<file path="src/rtl/uart_bridge_pkg.sv">
// Shared types and constants for the UART bridge: arbiter FSM states, grant source
// encodings and the default frame width.
package uart_bridge_pkg;

   localparam int unsigned DW_DEFAULT = 56;

   localparam logic SRC_REQ = 1'b0;
   localparam logic SRC_RES = 1'b1;

   typedef enum logic [2:0] {
      ST_IDLE      = 3'd0,
      ST_READ      = 3'd1,
      ST_CAPTURE   = 3'd2,
      ST_LAUNCH    = 3'd3,
      ST_WAIT_DONE = 3'd4
   } arb_state_e;

   function automatic int unsigned sat_inc(input int unsigned val, input int unsigned max_val);
      return (val >= max_val) ? max_val : val + 1;
   endfunction

endpackage

</file>
<file path="src/rtl/arb_launch_timer.sv">
// Launch watchdog: counts enabled cycles since the last clear and flags the cycle
// that is the START_TO-th enabled cycle.
module arb_launch_timer #(
   parameter int unsigned START_TO = 16
) (
   input  logic clk,
   input  logic rst,
   input  logic clr,
   input  logic en,
   output logic tc
);

   localparam int unsigned TW = $clog2(START_TO + 1);

   logic [TW-1:0] cnt_q, cnt_d;

   always_comb begin
      cnt_d = cnt_q;
      if (clr) begin
         cnt_d = '0;
      end else if (en && (cnt_q != TW'(START_TO))) begin
         cnt_d = cnt_q + TW'(1);
      end
   end

   // The current cycle counts toward the limit, so the flag fires when START_TO-1 have elapsed.
   assign tc = en && (cnt_q == TW'(START_TO - 1));

   always_ff @(posedge clk or posedge rst) begin
      if (rst) begin
         cnt_q <= '0;
      end else begin
         cnt_q <= cnt_d;
      end
   end

endmodule

</file>
<file path="src/rtl/uart_tx_arbiter.sv">
// Arbitrates the request and response frame FIFOs onto the single UART transmitter:
// responses first, with a cap on consecutive response grants while a request waits.
module uart_tx_arbiter
   import uart_bridge_pkg::*;
#(
   parameter int unsigned DW         = DW_DEFAULT,
   parameter int unsigned MAX_CONSEC = 4,
   parameter int unsigned START_TO   = 16
) (
   input  logic          CLK,
   input  logic          RST,
   input  logic          tx_en,
   input  logic          req_vld,
   input  logic [DW-1:0] req_data,
   input  logic          res_vld,
   input  logic [DW-1:0] res_data,
   input  logic          tx_busy,
   output logic          req_ren,
   output logic          res_ren,
   output logic [DW-1:0] tx_data,
   output logic          tx_vld,
   output logic          tx_src,
   output logic          launch_err
);

   localparam int unsigned CW = $clog2(MAX_CONSEC + 1);

   arb_state_e    state_q, state_d;
   logic [CW-1:0] consec_q, consec_d;
   logic          req_ren_q, req_ren_d;
   logic          res_ren_q, res_ren_d;
   logic [DW-1:0] tx_data_q, tx_data_d;
   logic          tx_vld_q, tx_vld_d;
   logic          tx_src_q, tx_src_d;
   logic          launch_err_q, launch_err_d;
   logic          timer_clr, timer_tc;

   assign timer_clr = !tx_en || (state_q != ST_LAUNCH);

   arb_launch_timer #(
      .START_TO (START_TO)
   ) u_timer (
      .clk (CLK),
      .rst (RST),
      .clr (timer_clr),
      .en  (state_q == ST_LAUNCH),
      .tc  (timer_tc)
   );

   always_comb begin
      state_d      = state_q;
      consec_d     = consec_q;
      req_ren_d    = 1'b0;
      res_ren_d    = 1'b0;
      tx_data_d    = tx_data_q;
      tx_vld_d     = tx_vld_q;
      tx_src_d     = tx_src_q;
      launch_err_d = 1'b0;
      if (!tx_en) begin
         // Abort: any frame already read is dropped; tx_data and tx_src keep their values.
         state_d  = ST_IDLE;
         tx_vld_d = 1'b0;
         consec_d = '0;
      end else begin
         unique case (state_q)
            ST_IDLE: begin
               if (!tx_busy) begin
                  if (res_vld && !(req_vld && (consec_q == CW'(MAX_CONSEC)))) begin
                     tx_src_d  = SRC_RES;
                     res_ren_d = 1'b1;
                     consec_d  = CW'(sat_inc(32'(consec_q), MAX_CONSEC));
                     state_d   = ST_READ;
                  end else if (req_vld) begin
                     tx_src_d  = SRC_REQ;
                     req_ren_d = 1'b1;
                     consec_d  = '0;
                     state_d   = ST_READ;
                  end
               end
            end
            ST_READ: state_d = ST_CAPTURE;
            ST_CAPTURE: begin
               tx_data_d = (tx_src_q == SRC_RES) ? res_data : req_data;
               tx_vld_d  = 1'b1;
               state_d   = ST_LAUNCH;
            end
            ST_LAUNCH: begin
               if (tx_busy) begin
                  tx_vld_d = 1'b0;
                  state_d  = ST_WAIT_DONE;
               end else if (timer_tc) begin
                  tx_vld_d     = 1'b0;
                  launch_err_d = 1'b1;
                  state_d      = ST_IDLE;
               end
            end
            ST_WAIT_DONE: begin
               if (!tx_busy) state_d = ST_IDLE;
            end
            default: state_d = ST_IDLE;
         endcase
      end
   end

   always_ff @(posedge CLK or posedge RST) begin
      if (RST) begin
         state_q      <= ST_IDLE;
         consec_q     <= '0;
         req_ren_q    <= 1'b0;
         res_ren_q    <= 1'b0;
         tx_data_q    <= '0;
         tx_vld_q     <= 1'b0;
         tx_src_q     <= 1'b0;
         launch_err_q <= 1'b0;
      end else begin
         state_q      <= state_d;
         consec_q     <= consec_d;
         req_ren_q    <= req_ren_d;
         res_ren_q    <= res_ren_d;
         tx_data_q    <= tx_data_d;
         tx_vld_q     <= tx_vld_d;
         tx_src_q     <= tx_src_d;
         launch_err_q <= launch_err_d;
      end
   end

   assign req_ren    = req_ren_q;
   assign res_ren    = res_ren_q;
   assign tx_data    = tx_data_q;
   assign tx_vld     = tx_vld_q;
   assign tx_src     = tx_src_q;
   assign launch_err = launch_err_q;

endmodule

</file>
<file path="config.mk">
export PLATFORM = sky130hd
export DESIGN_NAME = uart_tx_arbiter
export DESIGN_NICKNAME = d
export VERILOG_FILES = /design/src/rtl/uart_bridge_pkg.sv /design/src/rtl/arb_launch_timer.sv /design/src/rtl/uart_tx_arbiter.sv
export SDC_FILE = /design/constraint.sdc
export NUM_CORES = 1
export LEC_CHECK = 0
export BUFFER_PORTS_ARGS = -buffer_cell sky130_fd_sc_hd__buf_2
export CAP_MARGIN = 20
export CORE_MARGIN = 2
export CORE_UTILIZATION = 25
export DETAILED_ROUTE_END_ITERATION = 16
export HOLD_SLACK_MARGIN = 0.03
export PLACE_DENSITY = 0.53
export SYNTH_ARGS = -nofsm -noshare
export SYNTH_HDL_FRONTEND = slang
export SYNTH_SLANG_ARGS = --single-unit
export TNS_END_PERCENT = 100
</file>
<file path="constraint.sdc">
create_clock -name CLK -period 6.5 [get_ports CLK]
set_input_delay 1.3 -clock CLK [delete_from_list [all_inputs] [get_ports CLK]]
set_output_delay 1.3 -clock CLK [all_outputs]
set_load 0.02 [all_outputs]
</file>
==> out/qor.yml, run 1 <==
run_status:
  status: "finished, final reports clean"
layout:
  layout-drive-gt1-share_pct: 42.54
  area_growth_pct: 39.32
  nets: 621
  n_antenna_cell: 0
  layout_commonest_cell: "buf_2"
  finalInstanceArea_um2: 4823
  final_cell_mix: "buf_2 (178), dfrtp_1 (71), nor2_1 (64), mux2i_1 (57), a21oi_1 (51)"
global_routing:
  busiest_layer: "met2"
  use_met3_pct: 3.511
  grt_pass1_vias: 2871
  grt_max_degree: 113
  gr-total-overflow: 0
  grt_pass1_wl_um: 13070
  antenna_found_initial: 0
  use_met1_pct: 12.42
  grtUsageMet2_pct: 20.51
  grt_usage_pct: 11.43
drt:
  drt_iter0_drc: 61
  drt-vias-per-instance: 4.261
  num_vias: 2910
  drt-pass1-iter-count: 4
  wl_um: 8312
  wl_per_cell_um: 12.17
  drc: 0
  postRouteAntennaNets: 0
min_path:
  min_path_type: "register to register"
die:
  start_util_pct: 25.23
  coreArea_um2: 13720
  die_h_um: 121.7
  core.rowCount: 43
  die_w_um: 121.7
  pin_count: 179
  fp.dieArea_um2: 14810
synthesis:
  syn_area_per_cell_um2: 10.59
  syn-num-nets: 450
  synthArstFlopShare_pct: 100.0
  synth.area.mux_share_pct: 16.48
  synth_adder_area_share_pct: 1.807
  synth_edf_count: 0
  synth_xor_area_share_pct: 0.7589
  synth_cells: 327
  synth_seq_cells: 72
  yosysWarnings: 0
  synth-simple-area-share_pct: 12.32
  ys_types: 36
  yosysSeqAreaShare_pct: 52.04
  synth_compound_gate_area_share_pct: 11.42
  netlist_area_um2: 3462
  synth_ff_type: "dfrtp_1"
  synth_top_family_by_area: "multiplexers"
timing:
  report.final.setup_viol: 0
  fin_crit_ns: 3.000
  worst_slew_pin_slew_ns: 0.9602
  drv_slew: 0
  setup_tns_ns: 0
  fin_ws_ns: 3.500
  slew-limit-headroom_pct: 35.99
  finalCritPeriodShare_pct: 46.16
  hold_viol: 0
  skew_ns: 0.003798
  max_freq_mhz: 333.3
  rsz0062_at_grt: "no"
power_and_ir_drop:
  internal_power_mw: 1.239
  switching_share_pct: 35.70
  power.switching_mw: 0.6878
  leakage_nw: 2.338
  ir_worst_vdd_uv: 113.2
  clkPwrFrac_pct: 28.7
  power_density_nw_per_um2: 399.4
  power_mw: 1.927
  pwr-share-seq_pct: 37.1
  p_comb_share_pct: 34.2
placement:
  io_buffers: 178
  post_dp_cell_area_um2: 4459
  dp_hpwl_um: 6152
  post-place-ws_ns: 3.646
  place_congestion: 0.7433
worst_setup_path:
  cp-start-kind: "register"
  crit_family: "flip-flops"
  crit_required_ns: 5.20
  cpPeakStageDelay_ns: 1.05
  critPathBufInv: 1
  end_kind: "output pin"
  cp_data_arrival_time_ns: 1.70
  crit_slowest_cell: "dfrtp_4"
  path_max_fanout: 58
  crit_chain: "buf_2"
  path_class: "register to output pin"
job:
  cap_violations: 0
clock_tree:
  cts_setup_buffers: 0
  clk_pin_slew_worst_paths_ns: 0.05
  clk_latency_ns: 0.33
  clock_sink_count: 72
  cts_resized: 0
  cts_buffers: 9
  ctsHoldBuffers: 0
  cts_max_path_buffers: 2
  cts_tree: "done"
  h-tree-depth: 3
  clockRootBuffer: "clkbuf_16"
-- registers in the layout, summed over array words and instances, names as in the netlist --
register	flops
launch_err	1
u_timer.cnt_q	5
tx_data	56
res_ren	1
tx_vld	1
consec_q	3
req_ren	1
tx_src	1
state_q	3
-- cell usage after synthesis (all sizes together) (2+ instances only) --
library cell   n  area [um^2]
o21ai          6        30.02
nand2          2        7.510
a21oi         61        342.8
nor3b          2        20.02
buf           20        137.6
nor2          64        240.2
nand4b         2        17.52
nor3           3        15.01
inv           10        37.54
or4            2        18.77
xnor2          2        17.52
nand3          2        10.01
and3           2        12.51
and4bb         2        25.02
or2            2        12.52
mux2i         57        570.6
dfrtp         72         1802
nand2b         2        12.51
ha             5        62.56
-- per-stage QoR --
step / cells / util [%] / hold slack [ns]
after floorplan: 327 / - / 0.5116
after global placement: 666 / 32.50 / 0.4992
after detailed placement: 666 / 32.50 / 0.5062
after CTS: 682 / 34.96 / 0.5188
after global routing: 683 / 35.16 / 0.5333
final: 683 / 35.16 / 0.5132
-- cell type report --
cell class	instances	area (um^2)
clock buffer	10	229.0
clock inverter	6	107.6
fill	1412	8896
inverter	10	37.54
multi-input combinational	224	1485
sequential	72	1805
tap	180	225.2
timing repair buffer	181	933.4
-- metal layers --
layer  vias to the layer above  wire, um
li1                       1469         -
met1                      1343      3263
met2                        87      4350
met3                        11       545
met4                         0       153
met5                         -         0
-- power groups by stage --
stage	clock (mW)	combinational [mW]	sequential, mW
global placement	0	0.658	0.724
finish	0.553	0.659	0.715
CTS	0.575	0.671	0.720
global route	0.589	0.719	0.741
detailed placement	0	0.670	0.728
floorplan	0	0.275	0.871
-- worst paths after layout --
path | slack, ns | end | cells after the start | from
max | 3.50 | tx_src | 1 | tx_src$_DFFE_PP0P_
min | 0.51 | tx_data[22]$_DFFE_PP0P_ | 2 | tx_data[22]$_DFFE_PP0P_
max reg2reg | 4.79 | tx_data[38]$_DFFE_PP0P_ | 5 | state_q[0]$_DFFE_PP0P_
min reg2reg | 0.51 | tx_data[22]$_DFFE_PP0P_ | 2 | tx_data[22]$_DFFE_PP0P_
max in group asynchronous | 4.57 | tx_src$_DFFE_PP0P_ | 3 | RST
min in group asynchronous | 1.22 | tx_data[29]$_DFFE_PP0P_ | 3 | RST
-- kinds of logic (layout without fill, tap and decap cells) --
family,count (synthesis),after routing
muxes,57,57
and+or+nand+nor,89,89
adders and majority gates,5,5
DFF,72,72
xor gates and xnor gates,3,3
buffers and inverters,31,207
AOI/OAI and AO/OA,70,70
(Power assumes the default switching activity.)
==> inputs of run 2 (changes only) <==
--- a/config.mk
+++ b/config.mk
@@ -11,7 +11,7 @@
 export CORE_UTILIZATION = 25
 export DETAILED_ROUTE_END_ITERATION = 16
 export HOLD_SLACK_MARGIN = 0.03
-export PLACE_DENSITY = 0.53
+export PLACE_DENSITY = 0.55
 export SYNTH_ARGS = -nofsm -noshare
 export SYNTH_HDL_FRONTEND = slang
 export SYNTH_SLANG_ARGS = --single-unit
==> constraint.sdc (replaced) <==
create_clock -name CLK -period 2.5 [get_ports CLK]
set_input_delay 0.5 -clock CLK [delete_from_list [all_inputs] [get_ports CLK]]
set_output_delay 0.5 -clock CLK [all_outputs]
set_load 0.02 [all_outputs]
==> run 2 against run 1 <==
Worst hold slack lost 0.33 ns; final area grew 0.23%; first-iteration DRC count grew 67%; sequential power grew to 2.5 times the previous value; flip-flop and latch count is the same; non-clock buffer count grew 1; largest cell class unchanged.
==> out/qor.yml, run 2 (same netlist as run 1, synthesis figures left out) <==
power_and_ir_drop:
  ir_worst_vdd_uv: 270.5
  power_density_nw_per_um2: 1033
  clkPwrFrac_pct: 27.9
  p_comb_share_pct: 35.8
  power_mw: 4.992
  power.switching_mw: 1.810
  leakage_nw: 2.345
  pwr-share-seq_pct: 36.3
  internal_power_mw: 3.181
  switching_share_pct: 36.27
clock_tree:
  clk_pin_slew_worst_paths_ns: 0.05
  cts_max_path_buffers: 2
  cts_resized: 0
  cts_tree: "done"
  cts_buffers: 9
  clockRootBuffer: "clkbuf_16"
  ctsHoldBuffers: 0
  clock_sink_count: 72
  clk_latency_ns: 0.34
  cts_setup_buffers: 0
  h-tree-depth: 3
die:
  coreArea_um2: 13720
  core.rowCount: 43
  start_util_pct: 25.23
  pin_count: 179
  die_h_um: 121.7
  fp.dieArea_um2: 14810
  die_w_um: 121.7
drt:
  drt_iter0_drc: 102
  wl_um: 8716
  drt-pass1-iter-count: 4
  postRouteAntennaNets: 0
  wl_per_cell_um: 12.76
  drc: 0
  num_vias: 2921
  drt-vias-per-instance: 4.277
layout:
  final_cell_mix: "buf_2 (178), dfrtp_1 (71), nor2_1 (64), mux2i_1 (57), a21oi_1 (51)"
  fin_cells: 683
  n_antenna_cell: 0
  nets: 622
  layout-drive-gt1-share_pct: 42.54
  utilization_pct: 35.24
  area_growth_pct: 39.65
  layout_commonest_cell: "buf_2"
  fillerInstances: 1418
  largest_reg_flops: 56
timing:
  slew-limit-headroom_pct: 65.59
  max_freq_mhz: 550.7
  report.final.setup_viol: 0
  finalCritPeriodShare_pct: 72.63
  rsz0062_at_grt: "no"
  hold_viol: 0
  drv_slew: 0
  skew_ns: 0.01076
  setup_tns_ns: 0
  worst_slew_pin_slew_ns: 0.5155
  fin_ws_ns: 0.6842
  fin_crit_ns: 1.816
worst_setup_path:
  crit_family: "flip-flops"
  critPathBufInv: 1
  end_kind: "output pin"
  r2r_end: "tx_data[14]$_DFFE_PP0P_"
  crit_required_ns: 2.00
  reg2reg_depth: 4
  cp-start-kind: "register"
  cpPeakStageDelay_ns: 0.72
  reg2reg_from: "state_q[0]$_DFFE_PP0P_"
  cp_data_arrival_time_ns: 1.32
  path_max_fanout: 25
  crit_chain: "buf_2"
  crit_slowest_cell: "dfrtp_4"
  path_class: "register to output pin"
  ff2ff_setup_slack_ns: 0.88
global_routing:
  busiest_layer: "met2"
  grt_usage_pct: 12.05
  grt_max_degree: 69
  grt_pass1_vias: 2881
  gr-total-overflow: 0
  grtUsageMet2_pct: 20.15
  grt_pass1_wl_um: 13710
  antenna_found_initial: 0
  use_met1_pct: 13.90
  use_met3_pct: 4.682
placement:
  post-place-ws_ns: 0.8468
  dp.cells: 668
  io_buffers: 178
  dp_hpwl_um: 6615
  place_congestion: 0.7143
job:
  cap_violations: 0
min_path:
  min_path_type: "primary input to async pin"
run_status:
  status: "finished, final reports clean"
## run 2: stage by stage
stage               instance area [um^2]  hold slack, ns
finish                              4835          0.1796
global route                        4835          0.2103
CTS                                 4835          0.1807
detailed placement                  4513          0.5049
global placement                    4513          0.4962
floorplan                           3462          0.5116
## run 2: area by class of cell
cell class                      count  area [um^2]  share of cell area [%]
Clock inverter                      3        65.06                   1.346
Multi-Input combinational cell    224         1485                   30.72
Tap cell                          180        225.2                   4.658
Sequential cell                    72         1805                   37.34
Clock buffer                       12        256.5                   5.305
Inverter                           10        38.79                  0.8023
Timing Repair Buffer              182        958.4                   19.82
## run 2: worst max-delay path by stage
stage	start	end	slack [ns]	cells after the start
CTS	tx_src$_DFFE_PP0P_	tx_src	0.65	1
global placement	tx_en	tx_data[2]$_DFFE_PP0P_	0.88	5
floorplan	RST	consec_q[0]$_DFFE_PP0P_	0.18	1
detailed placement	tx_en	tx_data[14]$_DFFE_PP0P_	0.85	5
finish	tx_src$_DFFE_PP0P_	tx_src	0.68	1
global route	tx_src$_DFFE_PP0P_	tx_src	0.62	1
## run 2: layer usage
layer	wire length, um	vias to the layer above
met5	0	-
met4	142	0
met3	642	10
met2	4326	96
met1	3604	1345
li1	-	1470
## run 2: power by group through the flow
| stage | clock (mW) | sequential (mW) | combinational [mW] |
|---|---|---|---|
| floorplan | 0 | 2.26 | 0.715 |
| detailed placement | 0 | 1.84 | 1.82 |
| global placement | 0 | 1.83 | 1.79 |
| CTS | 1.43 | 1.82 | 1.82 |
| finish | 1.39 | 1.81 | 1.79 |
| global route | 1.49 | 1.87 | 1.96 |
